**config.mk**
```make
export PLATFORM = sky130hd
export DESIGN_NAME = rcu_controller
export DESIGN_NICKNAME = d
export VERILOG_FILES = /design/src/rtl/uart_pkg.sv /design/src/rtl/sync_high.sv /design/src/rtl/rcu_controller.sv
export SDC_FILE = /design/constraint.sdc
export NUM_CORES = 1
export LEC_CHECK = 0
export ABC_CLOCK_PERIOD_IN_PS = 1690
export CORE_UTILIZATION = 39
export DETAILED_ROUTE_END_ITERATION = 6
export SYNTH_ARGS = -nofsm -noshare
export SYNTH_HDL_FRONTEND = slang
export SYNTH_HIERARCHICAL = 1
export SYNTH_SLANG_ARGS = --single-unit
```
**constraint.sdc**
```tcl
create_clock -name clk -period 1.69 [get_ports clk]
set_input_delay 0.338 -clock clk [delete_from_list [all_inputs] [get_ports clk]]
set_output_delay 0.338 -clock clk [all_outputs]
set_load 0.02 [all_outputs]
```
**src/rtl/uart_pkg.sv**
```systemverilog
// Shared UART definitions: receiver control states and line-edge helper.
package uart_pkg;

    typedef enum logic [2:0] {
        IDLE      = 3'd0,
        START     = 3'd1,
        RECEIVE   = 3'd2,
        STOP_CHK  = 3'd3,
        LOAD      = 3'd4,
        FRAME_ERR = 3'd5
    } rx_state_t;

    function automatic logic is_fall(input logic line, input logic line_prev);
        return (line == 1'b0) && (line_prev == 1'b1);
    endfunction

endpackage

```
**src/rtl/sync_high.sv**
```systemverilog
// Two-flop synchronizer for an idle-high line; both stages reset to 1.
module sync_high (
    input  logic clk,
    input  logic n_rst,
    input  logic async_i,
    output logic sync_o
);
    logic meta_q;
    logic sync_q;

    // Metastability filter stages
    always_ff @(posedge clk or negedge n_rst) begin
        if (!n_rst) begin
            meta_q <= 1'b1;
            sync_q <= 1'b1;
        end else begin
            meta_q <= async_i;
            sync_q <= meta_q;
        end
    end

    assign sync_o = sync_q;
endmodule

```
**src/rtl/rcu_controller.sv**
```systemverilog
// UART receiver control unit: sequences the bit timer and RX buffer load for
// one frame and keeps the sticky data-ready / framing / overrun flags.
module rcu_controller
    import uart_pkg::*;
#(
    parameter int SYNC_EN = 1
) (
    input  logic clk,
    input  logic n_rst,
    input  logic serial_in,
    input  logic packet_done,
    input  logic stop_bit,
    input  logic data_read,
    output logic enable_timer,
    output logic timer_clear,
    output logic load_buffer,
    output logic data_ready,
    output logic framing_error,
    output logic overrun_error,
    output logic rx_busy
);
    localparam logic [1:0] FILL_DEPTH = (SYNC_EN != 0) ? 2'd2 : 2'd0;

    rx_state_t  state_q, state_d;
    logic       line_s, start_s, fill_done_s;
    logic       prev_q;
    logic       armed_q, armed_d;
    logic [1:0] fill_q, fill_d;
    logic       ready_q, ready_d, frame_err_q, frame_err_d, overrun_q, overrun_d;
    logic       en_timer_q, en_timer_d, clr_q, clr_d, load_q, load_d, busy_q, busy_d;

    generate
        if (SYNC_EN != 0) begin : g_sync
            sync_high u_sync (
                .clk    (clk),
                .n_rst  (n_rst),
                .async_i(serial_in),
                .sync_o (line_s)
            );
        end else begin : g_direct
            assign line_s = serial_in;
        end
    endgenerate

    // Reset values make the line look high; only a genuinely observed high arms start detection.
    assign fill_done_s = (fill_q == FILL_DEPTH);
    assign start_s     = armed_q && is_fall(line_s, prev_q);

    // Synchronizer fill tracking and start-detect arming
    always_comb begin
        fill_d  = fill_q;
        armed_d = armed_q;
        if (!fill_done_s) begin
            fill_d = fill_q + 2'd1;
        end else begin
            fill_d = fill_q;
        end
        if (fill_done_s && line_s) begin
            armed_d = 1'b1;
        end else begin
            armed_d = armed_q;
        end
    end

    // Frame sequencing next-state logic
    always_comb begin
        state_d = state_q;
        case (state_q)
            IDLE:      if (start_s) state_d = START; else state_d = IDLE;
            START:     state_d = RECEIVE;
            RECEIVE:   if (packet_done) state_d = STOP_CHK; else state_d = RECEIVE;
            STOP_CHK:  if (stop_bit) state_d = LOAD; else state_d = FRAME_ERR;
            LOAD:      state_d = IDLE;
            FRAME_ERR: state_d = IDLE;
            default:   state_d = IDLE;
        endcase
    end

    // Sticky flags and registered output strobes
    always_comb begin
        ready_d     = ready_q;
        overrun_d   = overrun_q;
        frame_err_d = frame_err_q;
        if (state_q == LOAD) begin
            ready_d   = 1'b1;
            overrun_d = overrun_q | (ready_q & ~data_read);
        end else if (data_read) begin
            ready_d   = 1'b0;
            overrun_d = 1'b0;
        end else begin
            ready_d   = ready_q;
            overrun_d = overrun_q;
        end
        if ((state_q == STOP_CHK) && !stop_bit) begin
            frame_err_d = 1'b1;
        end else if (state_d == START) begin
            frame_err_d = 1'b0;
        end else begin
            frame_err_d = frame_err_q;
        end
        en_timer_d = (state_d == RECEIVE);
        clr_d      = (state_d == START);
        load_d     = (state_d == LOAD);
        busy_d     = (state_d != IDLE);
    end

    // State, edge-detect and output registers
    always_ff @(posedge clk or negedge n_rst) begin
        if (!n_rst) begin
            state_q     <= IDLE;
            prev_q      <= 1'b1;
            armed_q     <= 1'b0;
            fill_q      <= 2'd0;
            ready_q     <= 1'b0;
            overrun_q   <= 1'b0;
            frame_err_q <= 1'b0;
            en_timer_q  <= 1'b0;
            clr_q       <= 1'b0;
            load_q      <= 1'b0;
            busy_q      <= 1'b0;
        end else begin
            state_q     <= state_d;
            prev_q      <= line_s;
            armed_q     <= armed_d;
            fill_q      <= fill_d;
            ready_q     <= ready_d;
            overrun_q   <= overrun_d;
            frame_err_q <= frame_err_d;
            en_timer_q  <= en_timer_d;
            clr_q       <= clr_d;
            load_q      <= load_d;
            busy_q      <= busy_d;
        end
    end

    assign enable_timer  = en_timer_q;
    assign timer_clear   = clr_q;
    assign load_buffer   = load_q;
    assign data_ready    = ready_q;
    assign framing_error = frame_err_q;
    assign overrun_error = overrun_q;
    assign rx_busy       = busy_q;
endmodule

```
==> reports/metrics.yaml <==
run_status:
  status: "finished clean"
yosys:
  syn_avg_cell_area_um2: 12.6
  yosys.area_share.simple_pct: 14.4
  synth_cell_types: 24
  yosysWarnings: 6
  synthAdderAreaFrac_pct: 2.02
  synthMuxAreaShare_pct: 0
  synth_xor_area_share_pct: 1.42
  ys.flop_type: "dfrtp_1"
  synth_edf_count: 0
  synth_seq_cells: 16
  ys_seq_area_share_pct: 65.4
  synth_compound_area_share_pct: 13.4
  syn_area_um2: 618
  syn_inst: 49
  async_reset_ff_share_pct: 100
  syn_nets: 56
  synth_top_family_by_area: "simple AND/OR/NAND/NOR gates"
critical_path:
  critPathLaunchType: "flop"
  endpoint: "framing_error"
  critPathCaptureType: "primary output"
  cp.depth: 1
  critPathMaxFanout: 3
  max_stage_delay_ns: 0.61
  startpoint: "framing_error$_DFFE_PN0P_"
  cp_slowest_cell: "clkdlybuf4s50_1"
  cp_cell_sequence: "clkdlybuf4s50_1"
  cp.required_ns: 1.35
  crit_buf_inv: 1
  r2r_cells: 3
  ff2ff_setup_slack_ns: 0.61
  cp_data_arrival_time_ns: 1.28
  worstSetupPathType: "flop to primary output"
  worstReg2RegStart: "prev_q$_DFF_PN1_"
  reg2reg_to: "state_q[0]$_DFF_PN0_"
  path_delay_family: "buffers and inverters"
pwr:
  p_per_area_nw_per_um2: 1430
  swShare_pct: 33.3
  pwr-share-seq_pct: 50.5
  clkPwrFrac_pct: 19.0
  ir_drop_uv: 676
  power_frac_comb_pct: 30.5
  p_switching_uw: 372
  p_leak_nw: 0.331
  intPower_uw: 744
finish:
  antenna_cells: 0
  drive_gt1_share_pct: 14.1
  fillCellCount: 130
  layout.nets: 72
  syn2layout_area_growth_pct: 26.5
clock_network:
  cts_sinks: 16
  clock_tree.htree_level_count: 1
  post-cts-setup-buffers: 0
  cts-root-buf: "clkbuf_4"
  cts_resized: 0
  cts_hold_buffers: 0
  cts_buffers: 3
  cts_tree: "built"
  clock_latency_ns: 0.29
  clkSlewWorstSetupHoldPaths_ns: 0.10
  cts_buffer_depth: 2
floorplanning:
  io_pins: 13
  die_w_um: 41.8
  die_area_um2: 1750
  rows: 14
  die_y_um: 41.8
  initial_core_util_pct: 41.5
  coreArea_um2: 1490
placement:
  hpwl_um: 644
  gp_congestion: 0.689
  io_buffers: 12
route:
  wirelength_um: 904
  first_pass_iters: 4
  drt_iter0_markers: 2
  post_drt_wl_per_cell_um: 11.3
  vias: 399
  vias_per_cell: 4.99
  drc: 0
  ant_nets: 0
timing:
  slew-limit-headroom_pct: 71.7
  finalHoldViolations: 0
  finalCriticalPeriod_ns: 1.61
  finalSetupViolations: 0
  finClkSkew_ns: 0.0135
  fmax_mhz: 619
  grt_setup_unrepaired: "false"
  slew_viol_final: 0
  period_share_pct: 95.6
  hold_ws_ns: 0.337
  tns_ns: 0
  worst_pin_slew_ns: 0.423
job:
  maxCapViolCount: 0
global_route:
  antenna_found_initial: 0
  overflow: 0
  grt_max_degree: 11
  grt_pass1_wl_um: 1620
  first_global_vias: 347
  grt_usage_pct: 13.2
min_path:
  hp-class: "primary input to asynchronous set/reset pin"
-- worst min-delay path by stage --
stage / to / cells after the start / start
2_1_floorplan: armed_q$_DFFE_PN0P_ / 0 / n_rst
3_3_place_gp: g_sync.u_sync/sync_o$_DFF_PN1_ / 0 / g_sync.u_sync/meta_q$_DFF_PN1_
3_5_place_dp: g_sync.u_sync/sync_o$_DFF_PN1_ / 0 / g_sync.u_sync/meta_q$_DFF_PN1_
4_1_cts: state_q[0]$_DFF_PN0_ / 1 / n_rst
5_1_grt: state_q[0]$_DFF_PN0_ / 1 / n_rst
6_report: state_q[0]$_DFF_PN0_ / 1 / n_rst
-- cells by family after synthesis --
| logic type | count (synthesis) |
|---|---|
| xor gates and xnor gates | 1 |
| buffers and inverters | 5 |
| AOI/OAI and AO/OA | 13 |
| DFF | 16 |
| and+or+nand+nor | 13 |
| adders and majority gates | 1 |
-- stage by stage --
step           cell area, µm²  utilization (%)  total power [mW]  worst slack (ns)  std cells
6_report                  782             52.5              1.12            0.0751         80
5_1_grt                   782             52.5              1.19            0.0125         80
4_1_cts                   782             52.5              1.13            0.0630         80
3_5_place_dp              756             50.8             0.912             0.393         76
3_3_place_gp              756             50.8             0.910             0.399         76
2_1_floorplan             618                -             0.771             0.656         49
-- layer usage --
metal  GRT usage [%]  wire (µm)  vias to the layer above
met5               0          0                        -
met3            5.65         38                        4
met4            11.6         31                        0
met1            17.7        484                      185
li1                -          -                      197
met2            15.9        349                       13
-- worst reg2reg max path: stages, from the launching register on --
cell      delay, ns
dfstp_2        0.55
nand3b_4       0.09
o21a_1         0.18
a211oi_1       0.20
-- state kept, by name, summed over array words and instances, names as in the netlist --
register / count
armed_q: 1
data_ready: 1
enable_timer: 1
fill_q: 2
framing_error: 1
g_sync.u_sync/meta_q: 1
g_sync.u_sync/sync_o: 1
load_buffer: 1
overrun_error: 1
prev_q: 1
rx_busy: 1
state_q: 3
timer_clear: 1
-- layout by cell type, fill, tap and decap left out, drive strengths merged --
master / synthesis / final
nor4: 1 / 1
inv: 3 / 3
xnor2: 1 / 1
dfrtp: 13 / 13
nand3b: 1 / 1
buf: 2 / 1
nor2: 1 / 1
o2bb2ai: 1 / 1
clkbuf: 0 / 4
o31ai: 1 / 1
clkdlybuf4s50: 0 / 12
and2: 1 / 1
and3b: 1 / 1
dfstp: 3 / 3
a21oi: 5 / 5
or2: 1 / 1
a21o: 1 / 1
nand2: 3 / 3
nand2b: 3 / 3
nor3b: 1 / 1
ha: 1 / 1
a211oi: 1 / 1
o21ai: 3 / 3
o21a: 1 / 1
-- layout make-up --
class	instances	area, µm²	area share [%]
Inverter	3	11.3	1.44
Sequential cell	16	404	51.7
Clock buffer	4	26.3	3.36
Tap cell	16	20.0	2.56
Multi-Input combinational cell	28	193	24.6
Timing Repair Buffer	13	128	16.3
-- power by group through the flow --
| stage | logic, mW | registers, mW | clock network [mW] |
|---|---|---|---|
| after CTS | 0.346 | 0.563 | 0.222 |
| after global placement | 0.340 | 0.569 | 0 |
| final | 0.341 | 0.564 | 0.212 |
| after global routing | 0.374 | 0.578 | 0.237 |
| after detailed placement | 0.342 | 0.570 | 0 |
| after floorplan | 0.188 | 0.583 | 0 |
-- Yosys cell counts (all sizes together) (2+ instances only) --
library cell  instances  share of area, %
inv                   3               1.8
nand2b                3               3.0
o21ai                 3               2.4
dfrtp                13                53
a21oi                 5               4.7
buf                   2               1.6
nand2                 3               1.8
dfstp                 3                13
(Power assumes the default switching activity.)
==> RTL change 1, RTL diff (same flow settings) <==
Register the output `overrun_error` once more, with the module's reset; this adds one clock of latency there. The other outputs are not delayed to match.
--- a/src/rtl/rcu_controller.sv
+++ b/src/rtl/rcu_controller.sv
@@ -140,3 +140,9 @@
     assign framing_error = frame_err_q;
-    assign overrun_error = overrun_q;
+    always_ff @(posedge clk or negedge n_rst) begin
+        if (!n_rst) begin
+            overrun_error <= '0;
+        end else begin
+            overrun_error <= overrun_q;
+        end
+    end
     assign rx_busy       = busy_q;
Behaviour: no difference found for any inputs over 10 cycles, from zero or initial values and one cycle with n_rst low; that may be too few to reach the edited logic, so the function may still have changed.
==> RTL change 1 against the unedited design <==
Sequential cell count is 1 higher; area after synthesis up 4.0%; count of clock-buffer cells in the layout is 1 lower; non-clock buffer count did not move; critical path depth unchanged; cell area up 3.4%; global-route usage increased by 0.44 points; routed wire length grew 2.7%; worst setup slack lost 0.0030 ns; total power increased by 2.5%; critical path type unchanged; largest power group unchanged.
==> RTL change 1: results (changes against the unedited design) <==
- Post-DP HPWL: 668 um (+3.7%)
- Pre-CTS WS: 0.397 ns (+0.00398 ns)
- Core area: 1520 um2 (+2.4%)
- Drt wl/cell: 11.5 um (+1.4%)
- First-pass GRT wire length: 1740 um (+7.2%)
- Net Count, Synth: 57 (+1.8%)
- Sw Share: 33.1% (-0.21 points)
- Routability cong.: 0.704 (+2.2%)
- Vias in the first global route: 396 (+14%)
- Final non-filler cell total: 81 (+1.3%)
- Share of layout cells above drive strength 1: 15.4% (+1.3 points)
- Placed cells: 77 (+1.3%)
- Post-synth top cells: 14 x dfrtp_1, 4 x a21oi_1
- Syn Area/Cell: 12.9 um2 (+2.0%)
- Register area share after synthesis: 66.7% (+1.3 points)
- Final Core Density: 53.0% (+0.52 points)
- Dpl cell area: 781 um2 (+3.3%)
- Drt initial violations: 1 (-1)
- DRT Pass-1 Iters: 2 (-2)
- Via-per-instance ratio: 5.00 (+0.25%)
- Pin count of the biggest net entering global routing: 18 (+7)
- Clock transition at path regs: 0.10 ns (about the same)
- GRT Total Usage: 13.7% (+0.44 points)
- Nets: 73 (+1.4%)
- Top area cells in the synthesized netlist: dfrtp_1 54%, dfstp_2 12%, a21oi_1 3.1%
- Post-synth EDFFs: 0 (unchanged)
- Total CTS buffers: 3 (unchanged)
- Slew headroom: 80.8% (+9.1 points)
- Setup Skew: 0.00267 ns (-0.0108 ns)
- Status: finished, final reports clean
- Slowest stage delay, CP: 0.61 ns (about the same)
- Pleak: 0.348 nW (+5.0%)
- Yosys cell types: 24 (unchanged)
- VDD IR-drop max: 0.863 mV (+28%)
-- RTL change 1: cell families after synthesis --
| kind of cell | Yosys count | synth area share [%] |
|---|---|---|
| AOI/OAI and AO/OA | 13 | 12.8 |
| xor gates and xnor gates | 1 | 1.36 |
| adders and majority gates | 1 | 1.95 |
| buffers and inverters | 5 | 3.31 |
| DFF | 17 | 66.7 |
| and+or+nand+nor | 13 | 13.8 |
-- RTL change 1: worst paths after layout --
kind / depth (start not counted) / slack (ns) / from / endpoint
hold reg to reg: 0 / 0.37 / g_sync.u_sync/meta_q / g_sync.u_sync/sync_o
setup reg to reg: 3 / 0.58 / prev_q / state_q[0]
hold / removal: 2 / 0.36 / n_rst / enable_timer
max in group asynchronous: 2 / 1.08 / n_rst / g_sync.u_sync/sync_o
min in group clk: 0 / 0.37 / g_sync.u_sync/meta_q / g_sync.u_sync/sync_o
setup / recovery: 1 / 0.07 / data_ready / data_ready
-- RTL change 1: routing by layer --
metal / vias up / GRT usage, % / wire [um]
met4: 0 / 13.1 / 34
li1: 200 / - / -
met5: - / 0 / 0
met3: 4 / 2.59 / 42
met2: 11 / 18.5 / 403
met1: 190 / 17.9 / 448
-- RTL change 1: power groups by stage --
stage	clock (mW)	combinational, mW	sequential [mW]
after global routing	0.237	0.382	0.605
after CTS	0.225	0.347	0.587
final	0.217	0.342	0.585
after detailed placement	0	0.346	0.595
after global placement	0	0.343	0.593
after floorplan	0	0.188	0.609
-- RTL change 1: worst register-to-register path, delay by kind of cell (launching register included) --
kind             cells  cell delay [ns]
AO/OA/AOI/OAI        2             0.38
AND/OR/NAND/NOR      1             0.09
flip-flops           1             0.55
-- RTL change 1: area by class of cell --
| class | instances | share of cell area (%) |
|---|---|---|
| multi-input combinational | 28 | 23.8 |
| sequential | 17 | 53.1 |
| clock buffer | 3 | 2.79 |
| tap | 16 | 2.48 |
| inverter | 3 | 1.39 |
| clock inverter | 1 | 0.619 |
| timing repair buffer | 13 | 15.8 |
==> RTL change 2, RTL diff (same settings) <==
Without the edit above. The parameter `SYNC_EN` goes from 1 to 0.
--- a/src/rtl/rcu_controller.sv
+++ b/src/rtl/rcu_controller.sv
@@ -5,3 +5,3 @@
 #(
-    parameter int SYNC_EN = 1
+    parameter int SYNC_EN = 0
 ) (
Check against the original RTL: not equivalent (a bounded check fails within 4 cycles, from zero or initial values and one cycle with n_rst low).
==> RTL change 2 against the unedited design <==
Sequential cell count fell by 2; routed wire length fell by 9.5%; area after synthesis fell by 11%; die area fell by 11%; cell area fell by 7.2%; total power fell by 7.6%; worst setup slack improved by 0.019 ns; first-iteration DRC count rose to 2.5 times the old value; critical path type unchanged; critical endpoint is now data_ready; largest power group unchanged.
==> RTL change 2: results (changes against the unedited design) <==
- Status: finished, final reports clean
- Clock transition at path regs: 0.08 ns (-0.02 ns)
- VDD IR-drop max: 0.620 mV (-8.3%)
- Post-synth top cells: 13 x dfrtp_1, 6 x inv_1, 4 x a21oi_1
- Data arrival, critical path: 1.26 ns (-0.02 ns)
- Flop2flop setup slack: 0.58 ns (-0.03 ns)
- Setup Skew: 0.00157 ns (-0.0119 ns)
- Transition time of the tightest slew-check pin: 0.262 ns (-0.161 ns)
- Nets: 71 (-1.4%)
- DRT Pass-1 Iters: 2 (-2)
- Pleak: 0.327 nW (-1.2%)
- Net Count, Synth: 54 (-3.6%)
- Share of layout cells above drive strength 1: 12.7% (-1.4 points)
- Pre-CTS WS: 0.343 ns (-0.0502 ns)
- Clk_lat worst skew: 0.27 ns (-0.02 ns)
- Vias in the first global route: 328 (-5.5%)
- Yosys cell types: 22 (-8.3%)
- Sw Share: 31.4% (-1.9 points)
- DRT Wirelength: 818 um (-9.5%)
- Total number of vias: 364 (-8.8%)
- Total CTS buffers: 3 (unchanged)
- GRT Total Usage: 13.8% (+0.53 points)
- Drt initial violations: 5 (+3)
- Routability cong.: 0.647 (-6.0%)
- Pin count of the biggest net entering global routing: 15 (+4)
- Register area share after synthesis: 64.2% (-1.2 points)
- Tmin final: 1.60 ns (-0.0189 ns)
- Post-DP HPWL: 620 um (-3.8%)
- Top area cells in the synthesized netlist: dfrtp_1 59%, dfstp_2 4.8%, inv_1 4.1%
## RTL change 2: cell count changes in the layout (fill, tap and decap cells not counted), sizes merged, moves of 2 or more
cell,change
dfstp,-2
inv,+3
nor2b,+2
nor2,+2
## RTL change 2: kinds of logic (layout without fill, tap and decap cells)
family | Yosys count | after routing | synth area share, %
and+or+nand+nor | 13 | 13 | 13.2
buffers and inverters | 7 | 23 | 5.02
adders and majority gates | 1 | 1 | 2.28
xor gates and xnor gates | 1 | 1 | 1.60
AOI/OAI and AO/OA | 10 | 10 | 11.6
muxes | 1 | 1 | 2.05
DFF | 14 | 14 | 64.2
## RTL change 2: power by group through the flow
stage | Clock [mW] | Combinational, mW | Sequential, mW
6_report | 0.233 | 0.322 | 0.476
5_1_grt | 0.258 | 0.365 | 0.490
4_1_cts | 0.238 | 0.328 | 0.479
3_5_place_dp | 0 | 0.327 | 0.485
3_3_place_gp | 0 | 0.325 | 0.487
2_1_floorplan | 0 | 0.140 | 0.527
## RTL change 2: area by class of cell
cell class	instances	area, um2	area share (%)
Sequential cell	14	352	48.4
Multi-Input combinational cell	26	169	23.3
Timing Repair Buffer	13	128	17.6
Clock buffer	4	36.3	5.00
Inverter	6	22.5	3.10
Tap cell	15	18.8	2.59
## RTL change 2: final timing paths
check	from	end	cells past startpoint
max	data_ready	data_ready	1
min	n_rst	state_q[2]	2
max reg2reg	fill_q[0]	fill_q[1]	3
min reg2reg	fill_q[0]	fill_q[0]	1
max in group asynchronous	n_rst	prev_q	2
min in group clk	fill_q[0]	fill_q[0]	1
## RTL change 2: through the flow
step	area [um2]	instances	util, %	hold slack [ns]
CTS	726	78	55.8	0.361
global placement	689	74	53.0	0.453
floorplan	548	47	-	0.0424
global route	726	78	55.8	0.374
detailed placement	689	74	53.0	0.461
finish	726	78	55.8	0.365
## RTL change 2: metal layers
layer | wire length, um | global-route usage (%)
met1 | 430 | 19.1
met2 | 335 | 19.3
met3 | 52 | 5.11
met4 | 0 | 5.17
met5 | 0 | 0
